[config.mk]
export PLATFORM = sky130hd
export DESIGN_NAME = fdivsqrt_sequencer_flat
export DESIGN_NICKNAME = d
export VERILOG_FILES = /design/src/rtl/fdivsqrt_sequencer_if.sv /design/src/rtl/fdivsqrt_sequencer.sv /design/src/flat_wrapper.sv
export SDC_FILE = /design/constraint.sdc
export NUM_CORES = 1
export LEC_CHECK = 0
export ABC_AREA = 0
export CAP_MARGIN = 25
export CORE_MARGIN = 2
export CORE_UTILIZATION = 40
export CTS_BUF_LIST = sky130_fd_sc_hd__clkbuf_16
export CTS_CLUSTER_DIAMETER = 50
export CTS_CLUSTER_SIZE = 24
export DETAILED_ROUTE_END_ITERATION = 6
export PLACE_DENSITY_LB_ADDON = 0.3
export SYNTH_ARGS = -nofsm -noshare
export SYNTH_HDL_FRONTEND = slang
export SYNTH_SLANG_ARGS = --single-unit
[constraint.sdc]
create_clock -name clk -period 1.8 [get_ports clk]
set_clock_uncertainty 0.05 [all_clocks]
set_input_delay 0.36 -clock clk [delete_from_list [all_inputs] [get_ports clk]]
set_output_delay 0.36 -clock clk [all_outputs]
set_load 0.005 [all_outputs]
[src/rtl/fdivsqrt_sequencer_if.sv]
// Handshake bundle between the FPU/IEU issue logic and the divsqrt sequencer.
// The issue side holds the master modport; the sequencer holds the slave modport.
interface fdivsqrt_sequencer_if #(
    parameter int unsigned DURLEN = 6
);
    logic              StartE;
    logic [DURLEN-1:0] CyclesE;
    logic              SpecialCaseE;
    logic              WZeroE;
    logic              FlushE;
    logic              StallM;
    logic              IterEnE;
    logic              InitE;
    logic              BusyE;
    logic              DoneM;
    logic              SpecialM;
    logic [DURLEN-1:0] StepCnt;

    modport master (
        output StartE, CyclesE, SpecialCaseE, WZeroE, FlushE, StallM,
        input  IterEnE, InitE, BusyE, DoneM, SpecialM, StepCnt
    );

    modport slave (
        input  StartE, CyclesE, SpecialCaseE, WZeroE, FlushE, StallM,
        output IterEnE, InitE, BusyE, DoneM, SpecialM, StepCnt
    );
endinterface

[src/rtl/fdivsqrt_sequencer.sv]
// Control FSM for the iterative divide/square-root datapath.
// IDLE accepts a request, BUSY runs max(CyclesE, MINCYC) iteration cycles,
// DONE presents the result to Memory and holds it while StallM is high.
// Optional build macro FDIVSQRT_EARLYTERM_EN: a zero partial remainder
// (WZeroE) during iteration finishes the operation early.
module fdivsqrt_sequencer #(
    parameter int unsigned DURLEN = 6,
    parameter int unsigned MINCYC = 1
) (
    input logic                  clk,
    input logic                  reset_n,
    fdivsqrt_sequencer_if.slave  bus
);
    typedef enum logic [1:0] {
        IDLE = 2'd0,
        BUSY = 2'd1,
        DONE = 2'd2
    } state_t;

    localparam logic [DURLEN-1:0] MIN_CNT = DURLEN'(MINCYC);

    state_t            state;
    logic [DURLEN-1:0] step_cnt;
    logic              done_q;
    logic              special_q;
    logic              start_ok;
    logic              early_term;
    logic [DURLEN-1:0] load_cnt;

    assign start_ok = bus.StartE & ~bus.FlushE;

`ifdef FDIVSQRT_EARLYTERM_EN
    assign early_term = bus.WZeroE;
`else
    assign early_term = bus.WZeroE & 1'b0;
`endif

    // Iteration count for a new operation, clamped up to the minimum
    always_comb begin
        load_cnt = bus.CyclesE;
        if (bus.CyclesE < MIN_CNT) begin
            load_cnt = MIN_CNT;
        end
    end

    // Sequencer state, step counter and registered completion flags
    always_ff @(posedge clk or negedge reset_n) begin
        if (!reset_n) begin
            state     <= IDLE;
            step_cnt  <= '0;
            done_q    <= 1'b0;
            special_q <= 1'b0;
        end else begin
            case (state)
                IDLE: begin
                    if (start_ok) begin
                        if (bus.SpecialCaseE) begin
                            state     <= DONE;
                            step_cnt  <= '0;
                            done_q    <= 1'b1;
                            special_q <= 1'b1;
                        end else begin
                            state     <= BUSY;
                            step_cnt  <= load_cnt;
                            done_q    <= 1'b0;
                            special_q <= 1'b0;
                        end
                    end
                end
                BUSY: begin
                    if (bus.FlushE) begin
                        state     <= IDLE;
                        step_cnt  <= '0;
                        done_q    <= 1'b0;
                        special_q <= 1'b0;
                    end else if ((step_cnt <= DURLEN'(1)) || early_term) begin
                        // A count of zero also completes, so the counter never wraps
                        state    <= DONE;
                        step_cnt <= '0;
                        done_q   <= 1'b1;
                    end else begin
                        step_cnt <= step_cnt - DURLEN'(1);
                    end
                end
                DONE: begin
                    if (bus.FlushE || !bus.StallM) begin
                        state     <= IDLE;
                        step_cnt  <= '0;
                        done_q    <= 1'b0;
                        special_q <= 1'b0;
                    end
                end
                default: begin
                    state     <= IDLE;
                    step_cnt  <= '0;
                    done_q    <= 1'b0;
                    special_q <= 1'b0;
                end
            endcase
        end
    end

    // Same-cycle controls: issue stall, operand load and iteration enable
    always_comb begin
        bus.IterEnE = 1'b0;
        bus.InitE   = 1'b0;
        bus.BusyE   = 1'b0;
        case (state)
            IDLE: begin
                bus.InitE = start_ok;
                bus.BusyE = start_ok & ~bus.SpecialCaseE;
            end
            BUSY: begin
                bus.IterEnE = ~bus.FlushE;
                bus.BusyE   = 1'b1;
            end
            DONE: begin
                bus.BusyE = bus.StallM;
            end
            default: begin
                bus.BusyE = 1'b0;
            end
        endcase
        // Keep the request-driven IDLE outputs quiet while reset is held
        if (!reset_n) begin
            bus.IterEnE = 1'b0;
            bus.InitE   = 1'b0;
            bus.BusyE   = 1'b0;
        end
    end

    assign bus.DoneM    = done_q;
    assign bus.SpecialM = special_q;
    assign bus.StepCnt  = step_cnt;
endmodule
[src/flat_wrapper.sv]
// flat-port wrapper written by rule: the top's interface ports become plain ports
module fdivsqrt_sequencer_flat 
#(
    parameter int unsigned DURLEN = 6,
    parameter int unsigned MINCYC = 1
)
  (clk, reset_n, bus_StartE, bus_CyclesE, bus_SpecialCaseE, bus_WZeroE, bus_FlushE, bus_StallM, bus_IterEnE, bus_InitE, bus_BusyE, bus_DoneM, bus_SpecialM, bus_StepCnt);
  fdivsqrt_sequencer_if #(.DURLEN(DURLEN)) bus_i ();
  input logic clk;
  input logic reset_n;
  input wire logic [$bits(bus_i.StartE)-1:0] bus_StartE;
  input wire logic [$bits(bus_i.CyclesE)-1:0] bus_CyclesE;
  input wire logic [$bits(bus_i.SpecialCaseE)-1:0] bus_SpecialCaseE;
  input wire logic [$bits(bus_i.WZeroE)-1:0] bus_WZeroE;
  input wire logic [$bits(bus_i.FlushE)-1:0] bus_FlushE;
  input wire logic [$bits(bus_i.StallM)-1:0] bus_StallM;
  output wire logic [$bits(bus_i.IterEnE)-1:0] bus_IterEnE;
  output wire logic [$bits(bus_i.InitE)-1:0] bus_InitE;
  output wire logic [$bits(bus_i.BusyE)-1:0] bus_BusyE;
  output wire logic [$bits(bus_i.DoneM)-1:0] bus_DoneM;
  output wire logic [$bits(bus_i.SpecialM)-1:0] bus_SpecialM;
  output wire logic [$bits(bus_i.StepCnt)-1:0] bus_StepCnt;
  assign bus_i.StartE = bus_StartE;
  assign bus_i.CyclesE = bus_CyclesE;
  assign bus_i.SpecialCaseE = bus_SpecialCaseE;
  assign bus_i.WZeroE = bus_WZeroE;
  assign bus_i.FlushE = bus_FlushE;
  assign bus_i.StallM = bus_StallM;
  assign bus_IterEnE = bus_i.IterEnE;
  assign bus_InitE = bus_i.InitE;
  assign bus_BusyE = bus_i.BusyE;
  assign bus_DoneM = bus_i.DoneM;
  assign bus_SpecialM = bus_i.SpecialM;
  assign bus_StepCnt = bus_i.StepCnt;
  fdivsqrt_sequencer #(.DURLEN(DURLEN), .MINCYC(MINCYC)) u_core (.clk(clk), .reset_n(reset_n), .bus(bus_i));
endmodule
==> results of run 1 <==
[worst max-delay path, delay by kind of cell (launching register included)]
kind | cells | cell delay (ns)
AND/OR/NAND/NOR | 1 | 0.57
flip-flops | 1 | 0.42
AO/OA/AOI/OAI | 3 | 0.59
[layout by cell type (no fill, tap or decap), types with 2 or more instances in the layout]
master	Yosys	routed
sky130_fd_sc_hd__a21oi_1	4	3
sky130_fd_sc_hd__a221o_1	4	4
sky130_fd_sc_hd__a31oi_1	2	2
sky130_fd_sc_hd__and2_1	2	2
sky130_fd_sc_hd__and3_1	3	3
sky130_fd_sc_hd__buf_4	1	20
sky130_fd_sc_hd__clkbuf_16	0	3
sky130_fd_sc_hd__clkdlybuf4s50_1	0	15
sky130_fd_sc_hd__dfrtp_1	9	8
sky130_fd_sc_hd__dlygate4sd2_1	0	5
sky130_fd_sc_hd__ha_1	2	2
sky130_fd_sc_hd__inv_1	3	4
sky130_fd_sc_hd__nand2_1	3	2
sky130_fd_sc_hd__nand2b_1	2	2
sky130_fd_sc_hd__nor2_1	9	8
sky130_fd_sc_hd__nor3_1	2	2
sky130_fd_sc_hd__o21ai_0	4	3
sky130_fd_sc_hd__or4_1	2	2
[through the flow]
stage	total power [mW]	setup slack, ns	setup TNS [ns]
after detailed placement	0.777	-0.466	-2.26
after global placement	0.768	-0.431	-2.12
after CTS	1.18	-0.124	-0.124
after global routing	1.26	-0.0201	-0.0323
final	1.19	0.0487	0
after floorplan	0.530	0.149	0
[layer usage]
layer / share of wire / vias to the layer above / track usage
li1: - / 359 / -
met1: 0.44 / 345 / 0.270
met2: 0.51 / 24 / 0.400
met3: 0.050 / 0 / 0.0667
met4: 0 / 0 / 0.0545
met5: 0 / - / 0
[how the worst min path moves through the flow]
stage                                         start                                 to  slack (ns)  cells after the start
finish                                      reset_n  u_core.bus.StepCnt[1]$_DFFE_PN0P_        0.17                      2
global route                                reset_n  u_core.bus.StepCnt[1]$_DFFE_PN0P_        0.22                      2
CTS                                         reset_n  u_core.bus.StepCnt[1]$_DFFE_PN0P_        0.17                      2
detailed placement  u_core.bus.SpecialM$_DFFE_PN0P_    u_core.bus.SpecialM$_DFFE_PN0P_        0.49                      1
global placement    u_core.bus.SpecialM$_DFFE_PN0P_    u_core.bus.SpecialM$_DFFE_PN0P_        0.46                      1
floorplan                                   reset_n    u_core.bus.SpecialM$_DFFE_PN0P_        0.01                      0
[sequential cells by signal (all words and copies together) (netlist names)]
signal               count
u_core.bus.SpecialM      1
u_core.bus.StepCnt       6
u_core.state             2
[repair_timing]
action,4_1_cts,5_1_grt
endpoints found under the setup margin,4,4
pin swaps,0,2
gates cloned,0,0
resized for setup,13,6
[power groups by stage]
stage | clock [mW] | sequential (mW) | combinational [mW]
5_1_grt | 0.404 | 0.312 | 0.547
2_1_floorplan | 0 | 0.294 | 0.237
6_report | 0.384 | 0.303 | 0.500
3_5_place_dp | 0 | 0.297 | 0.480
3_3_place_gp | 0 | 0.296 | 0.472
4_1_cts | 0.388 | 0.299 | 0.493
[logic make-up (layout without fill, tap and decap cells)]
family                   count (synthesis)  count (layout)  share of synthesized area
buffers and inverters                    5              49                     0.0471
flip-flops                               9               9                      0.353
AND/OR/NAND/NOR                         29              29                      0.253
XOR/XNOR                                 1               1                     0.0137
AO/OA/AOI/OAI                           23              23                      0.278
multiplexers                             1               1                     0.0157
adder cells (fa/ha/maj)                  2               2                     0.0392
[layout make-up]
class                           instances  area (um^2)
Clock buffer                            3         75.1
Clock inverter                          1         3.75
Fill cell                             114          387
Inverter                                3         11.3
Multi-Input combinational cell         56          417
Sequential cell                         9          226
Tap cell                               16         20.0
Timing Repair Buffer                   42          367
==> results.sh, run 1 <==
export IMPL_outcome="complete, no violations"
export IMPL_dp_hpwl_mm=1.42
export IMPL_comb_power_share=0.421
export IMPL_htree_num_levels=1
export IMPL_detail_route_first_pass_iterations=4
export IMPL_tritoncts="done"
export IMPL_post_layout_utilization_of_the_core=0.743
export IMPL_synth_ff_latch_count=9
export IMPL_cap_viol_max_count=0
export IMPL_relSlewSlack=0.737
export IMPL_yosysUniqueCellTypes=32
export IMPL_synth_area_top_cells="sky130_fd_sc_hd__dfrtp_1 (35%), sky130_fd_sc_hd__a221o_1 (6.3%), sky130_fd_sc_hd__nor2_1 (5.3%), sky130_fd_sc_hd__ha_1 (3.9%), sky130_fd_sc_hd__o211ai_4 (3.3%)"
export IMPL_routabilityCongestion=0.783
export IMPL_grt_setup_unrepaired="yes"
export IMPL_whs_ns=0.172
export IMPL_via_count_of_the_first_global_routing_pass=755
export IMPL_syn_cell_area_um2=638
export IMPL_cp_required_ns=1.86
export IMPL_worst_setup_path_end_kind="register"
export IMPL_fp_coreArea_um2=1510
export IMPL_area_added_between_synthesis_and_finish_pct=75.5
export IMPL_postCtsSetupBuffers=0
export IMPL_start_util=0.424
export IMPL_die_width_um=43.9
export IMPL_root_buffer="sky130_fd_sc_hd__clkbuf_16"
export IMPL_maxClockFrequency_mhz=571
export IMPL_clk_pin_slew_worst_paths_ns=0.04
export IMPL_finalHoldViolations=0
export IMPL_average_wire_per_standard_cell_um=14.8
export IMPL_ys_dominant_reg_cell="sky130_fd_sc_hd__dfrtp_1"
export IMPL_crit_path_start="u_core.bus.StepCnt[5]$_DFFE_PN0P_"
export IMPL_path_cells="or4_4, o211ai_4, a21oi_1, a221o_1"
export IMPL_timing_reg2reg_setup_slack_ns=0.05
export IMPL_timing_final_crit_period_ns=1.75
export IMPL_grt_pass1_wl_mm=3.25
export IMPL_ys_warn_count=0
export IMPL_overflow=0
export IMPL_drc_errors=0
export IMPL_synth_top_cells_by_count="sky130_fd_sc_hd__dfrtp_1 (9), sky130_fd_sc_hd__nor2_1 (9), sky130_fd_sc_hd__a21oi_1 (4), sky130_fd_sc_hd__a221o_1 (4), sky130_fd_sc_hd__o21ai_0 (4)"
export IMPL_netlist_area_leader_share=0.353
export IMPL_synth_yosys_seq_area_share=0.353
export IMPL_total_internal_power_uw=823
export IMPL_power_static_leakage_nw=0.538
export IMPL_port_buffers=22
export IMPL_route_final_wire_length_mm=1.92
export IMPL_design_portCount=24
export IMPL_numCtsBuffers=3
export IMPL_timing_critical_path_slowest_cell_delay_ns=0.57
export IMPL_vdd_ir_drop_max_mv=0.841
export IMPL_cp_endpoint="u_core.bus.StepCnt[2]$_DFFE_PN0P_"
export IMPL_worstHoldPathType="input port to asynchronous set/reset pin"
export IMPL_placed_cell_areas_um2=1010
export IMPL_setup_violating_endpoint_count_in_the_final_report=0
export IMPL_net_switching_power_uw=365
export IMPL_netlist_instances=70
export IMPL_timing_worst_setup_path_type="register to register"
export IMPL_path_max_fanout=5
export IMPL_placedCellCount=126
export IMPL_grt_max_degree=9
export IMPL_synthArstFlopShare=1.00
export IMPL_r2r_cell_count=4
export IMPL_drt_iter0_drc=30
export IMPL_cp_data_arrival_time_ns=1.81
export IMPL_cts_sinks=9
export IMPL_clock_latency_ns=0.23
export IMPL_via_per_instance_ratio=5.60
export IMPL_instances_no_fill=130
export IMPL_hold_buffers=0
export IMPL_synth_edff_count=0
export IMPL_floorplan_rows=14
export IMPL_antennaDiodeCount=0
export IMPL_grt_antenna_before_repair=0
export IMPL_p_per_area_nw_per_um2=1060
export IMPL_die_height_um=43.9
export IMPL_clockBufferDepth=2
export IMPL_global_route_usage_total=0.227
export IMPL_proportion_of_power_drawn_by_the_clock_network=0.323
export IMPL_beginning_of_the_worst_register_to_register_path="u_core.bus.StepCnt[5]$_DFFE_PN0P_"
export IMPL_min_period_over_period=0.973
export IMPL_start_kind="register"
export IMPL_switching_share=0.307
export IMPL_synth_fp_nets=85
export IMPL_design_die_area_um2=1930
export IMPL_post_route_cells_drive_above_1_share=0.289
export IMPL_dr_total_vias=728
export IMPL_critical_path_slowest_cell="sky130_fd_sc_hd__or4_4"
export IMPL_avgSynthCellArea_um2=9.12
export IMPL_share_seq_of_total_power=0.255
export IMPL_report_final_slew_viol_count=0
export IMPL_finish_instance_area_um2=1120
export IMPL_final_net_count=130
export IMPL_drtAntennaViolNets=0
export IMPL_r2r_end="u_core.bus.StepCnt[2]$_DFFE_PN0P_"
export IMPL_synth_largest_area_cell="sky130_fd_sc_hd__dfrtp_1"
export IMPL_worst_margin_slew_ns=0.394
Note: power is estimated with default switching activity, not from simulation.
==> inputs of run 2 (changes only) <==
--- a/config.mk
+++ b/config.mk
@@ -11,7 +11,6 @@
 export CORE_UTILIZATION = 40
 export CTS_BUF_LIST = sky130_fd_sc_hd__clkbuf_16
 export CTS_CLUSTER_DIAMETER = 50
-export CTS_CLUSTER_SIZE = 24
 export DETAILED_ROUTE_END_ITERATION = 6
 export PLACE_DENSITY_LB_ADDON = 0.3
 export SYNTH_ARGS = -nofsm -noshare
==> results of run 2 <==
No change in the layout: final DEF, timing and power equal those of run 1.
==> inputs of run 3 (changes only) <==
--- a/config.mk
+++ b/config.mk
@@ -8,7 +8,7 @@
 export ABC_AREA = 0
 export CAP_MARGIN = 25
 export CORE_MARGIN = 2
-export CORE_UTILIZATION = 40
+export CORE_UTILIZATION = 42
 export CTS_BUF_LIST = sky130_fd_sc_hd__clkbuf_16
 export CTS_CLUSTER_DIAMETER = 50
 export DETAILED_ROUTE_END_ITERATION = 6
==> constraint.sdc (replaced) <==
create_clock -name clk -period 1.9 [get_ports clk]
set_clock_uncertainty 0.05 [all_clocks]
set_input_delay 0.38 -clock clk [delete_from_list [all_inputs] [get_ports clk]]
set_output_delay 0.38 -clock clk [all_outputs]
set_load 0.005 [all_outputs]
==> run 3 against run 2 <==
Net effect: routed wire length increased by 3.3%; via count increased by 2.3%; largest power group unchanged; critical path type is now register to primary output; global-route usage increased by 1.8 points.
==> results.sh, run 3 (synthesis gave the netlist of run 1 again) <==
export IMPL_outcome="complete, no violations"
export IMPL_clockBufferDepth=2
export IMPL_beginning_of_the_worst_register_to_register_path="u_core.state[1]$_DFFE_PN0P_"
export IMPL_antennaDiodeCount=0
export IMPL_htree_num_levels=1
export IMPL_post_layout_utilization_of_the_core=0.745
export IMPL_global_route_usage_total=0.245
export IMPL_detail_route_first_pass_iterations=4
export IMPL_start_kind="register"
export IMPL_vdd_ir_drop_max_mv=0.514
export IMPL_root_buffer="sky130_fd_sc_hd__clkbuf_16"
export IMPL_layout_cells_most_common="sky130_fd_sc_hd__buf_4"
export IMPL_dp_hpwl_mm=1.41
export IMPL_layout_common_cells="sky130_fd_sc_hd__buf_4 (18), sky130_fd_sc_hd__clkdlybuf4s50_1 (16), sky130_fd_sc_hd__nor2_1 (8), sky130_fd_sc_hd__dfrtp_1 (8)"
export IMPL_nFillCells=116
export IMPL_critical_path_depth=3
export IMPL_die_width_um=43.0
export IMPL_p_per_area_nw_per_um2=1000
export IMPL_critical_path_slowest_cell="sky130_fd_sc_hd__clkdlybuf4s50_1"
export IMPL_cp_buffers_inverters=1
export IMPL_cp_data_arrival_time_ns=1.42
export IMPL_timing_worst_setup_path_type="register to primary output"
export IMPL_r2r_cell_count=6
export IMPL_max_ffs_per_register=6
export IMPL_routabilityCongestion=0.763
export IMPL_grt_antenna_before_repair=0
export IMPL_cap_viol_max_count=0
export IMPL_min_period_over_period=0.975
export IMPL_drc_errors=0
export IMPL_via_count_of_the_first_global_routing_pass=727
export IMPL_path_max_fanout=5
export IMPL_worst_margin_slew_ns=0.398
export IMPL_dr_total_vias=745
export IMPL_setup_violating_endpoint_count_in_the_final_report=0
export IMPL_cp_top_family="buffers and inverters"
export IMPL_timing_final_crit_period_ns=1.85
export IMPL_fp_coreArea_um2=1470
export IMPL_power_static_leakage_nw=0.515
export IMPL_timing_critical_path_slowest_cell_delay_ns=0.49
export IMPL_worst_setup_path_end_kind="primary output"
export IMPL_average_wire_per_standard_cell_um=15.4
export IMPL_worst_setup_slack_after_placement_ns=-0.419
export IMPL_crit_path_start="u_core.state[1]$_DFFE_PN0P_"
export IMPL_design_portCount=24
export IMPL_via_per_instance_ratio=5.78
export IMPL_die_height_um=43.0
export IMPL_post_route_cells_drive_above_1_share=0.283
export IMPL_hold_buffers=0
export IMPL_port_buffers=22
export IMPL_start_util=0.434
export IMPL_tritoncts="done"
export IMPL_path_cells="nor2_2, and3_1, clkdlybuf4s50_1"
export IMPL_worstHoldPathType="input port to asynchronous set/reset pin"
export IMPL_area_added_between_synthesis_and_finish_pct=71.8
export IMPL_clk_pin_slew_worst_paths_ns=0.04
export IMPL_cts_sinks=9
export IMPL_relSlewSlack=0.732
export IMPL_report_final_slew_viol_count=0
export IMPL_drt_iter0_drc=20
export IMPL_numCtsBuffers=3
export IMPL_drtAntennaViolNets=0
export IMPL_final_critical_path_setup_slack_ns=0.0482
export IMPL_overflow=0
export IMPL_maxClockFrequency_mhz=540
export IMPL_grt_max_degree=9
export IMPL_route_final_wire_length_mm=1.99
export IMPL_design_die_area_um2=1850
export IMPL_clock_latency_ns=0.23
export IMPL_final_net_count=129
export IMPL_cp_required_ns=1.47
export IMPL_grt_pass1_wl_mm=3.35
export IMPL_floorplan_rows=14
export IMPL_finalHoldViolations=0
## run 3: power by group
part           leakage [nW]  internal [mW]  switching, mW
Combinational         0.353          0.255          0.195
Sequential            0.119          0.229         0.0537
Clock                0.0423          0.275         0.0919
Total                 0.515          0.759          0.341
## run 3: per-layer routing
metal | vias up | share of wire | GRT usage
li1 | 354 | - | -
met1 | 352 | 0.41 | 0.313
met2 | 33 | 0.51 | 0.406
met3 | 6 | 0.066 | 0.0426
met4 | 0 | 0.018 | 0.103
met5 | - | 0 | 0
## run 3: cell type report
| cell class | count | area, um^2 | area share |
|---|---|---|---|
| clock buffers | 3 | 75.1 | 0.0685 |
| clock inverters | 1 | 3.75 | 0.00342 |
| inverters | 3 | 11.3 | 0.0103 |
| flip-flops and latches | 9 | 226 | 0.207 |
| well taps | 16 | 20.0 | 0.0183 |
| multi-input cells | 56 | 408 | 0.372 |
| repair buffers | 41 | 352 | 0.321 |
## run 3: per-stage QoR
| stage | cells | setup TNS (ns) | total power [mW] | instance area (um^2) | hold slack [ns] |
|---|---|---|---|---|---|
| 3_5_place_dp | 122 | -1.61 | 0.705 | 980 | 0.466 |
| 5_1_grt | 129 | -0.00560 | 1.17 | 1100 | 0.245 |
| 2_1_floorplan | 70 | 0 | 0.502 | 638 | 0.0344 |
| 3_3_place_gp | 122 | -1.24 | 0.695 | 980 | 0.466 |
| 6_report | 129 | 0 | 1.10 | 1100 | 0.223 |
| 4_1_cts | 127 | 0 | 1.08 | 1070 | 0.217 |
## run 3: path summary, 6_finish.rpt
| check | end | slack, ns |
|---|---|---|
| max | bus_IterEnE | 0.05 |
| max in group asynchronous | u_core.bus.StepCnt[0]$_DFFE_PN0P_ | 1.44 |
| max reg2reg | u_core.bus.StepCnt[5]$_DFFE_PN0P_ | 0.14 |
| min in group clk | u_core.state[1]$_DFFE_PN0P_ | 0.45 |
| min | u_core.bus.SpecialM$_DFFE_PN0P_ | 0.22 |
| min reg2reg | u_core.bus.SpecialM$_DFFE_PN0P_ | 0.48 |
## run 3: repair_timing
| action | CTS | global route |
|---|---|---|
| cloned | 0 | 0 |
| gates resized for setup | 16 | 5 |
| setup buffers | 1 | 2 |
| endpoints found under the setup margin | 3 | 4 |
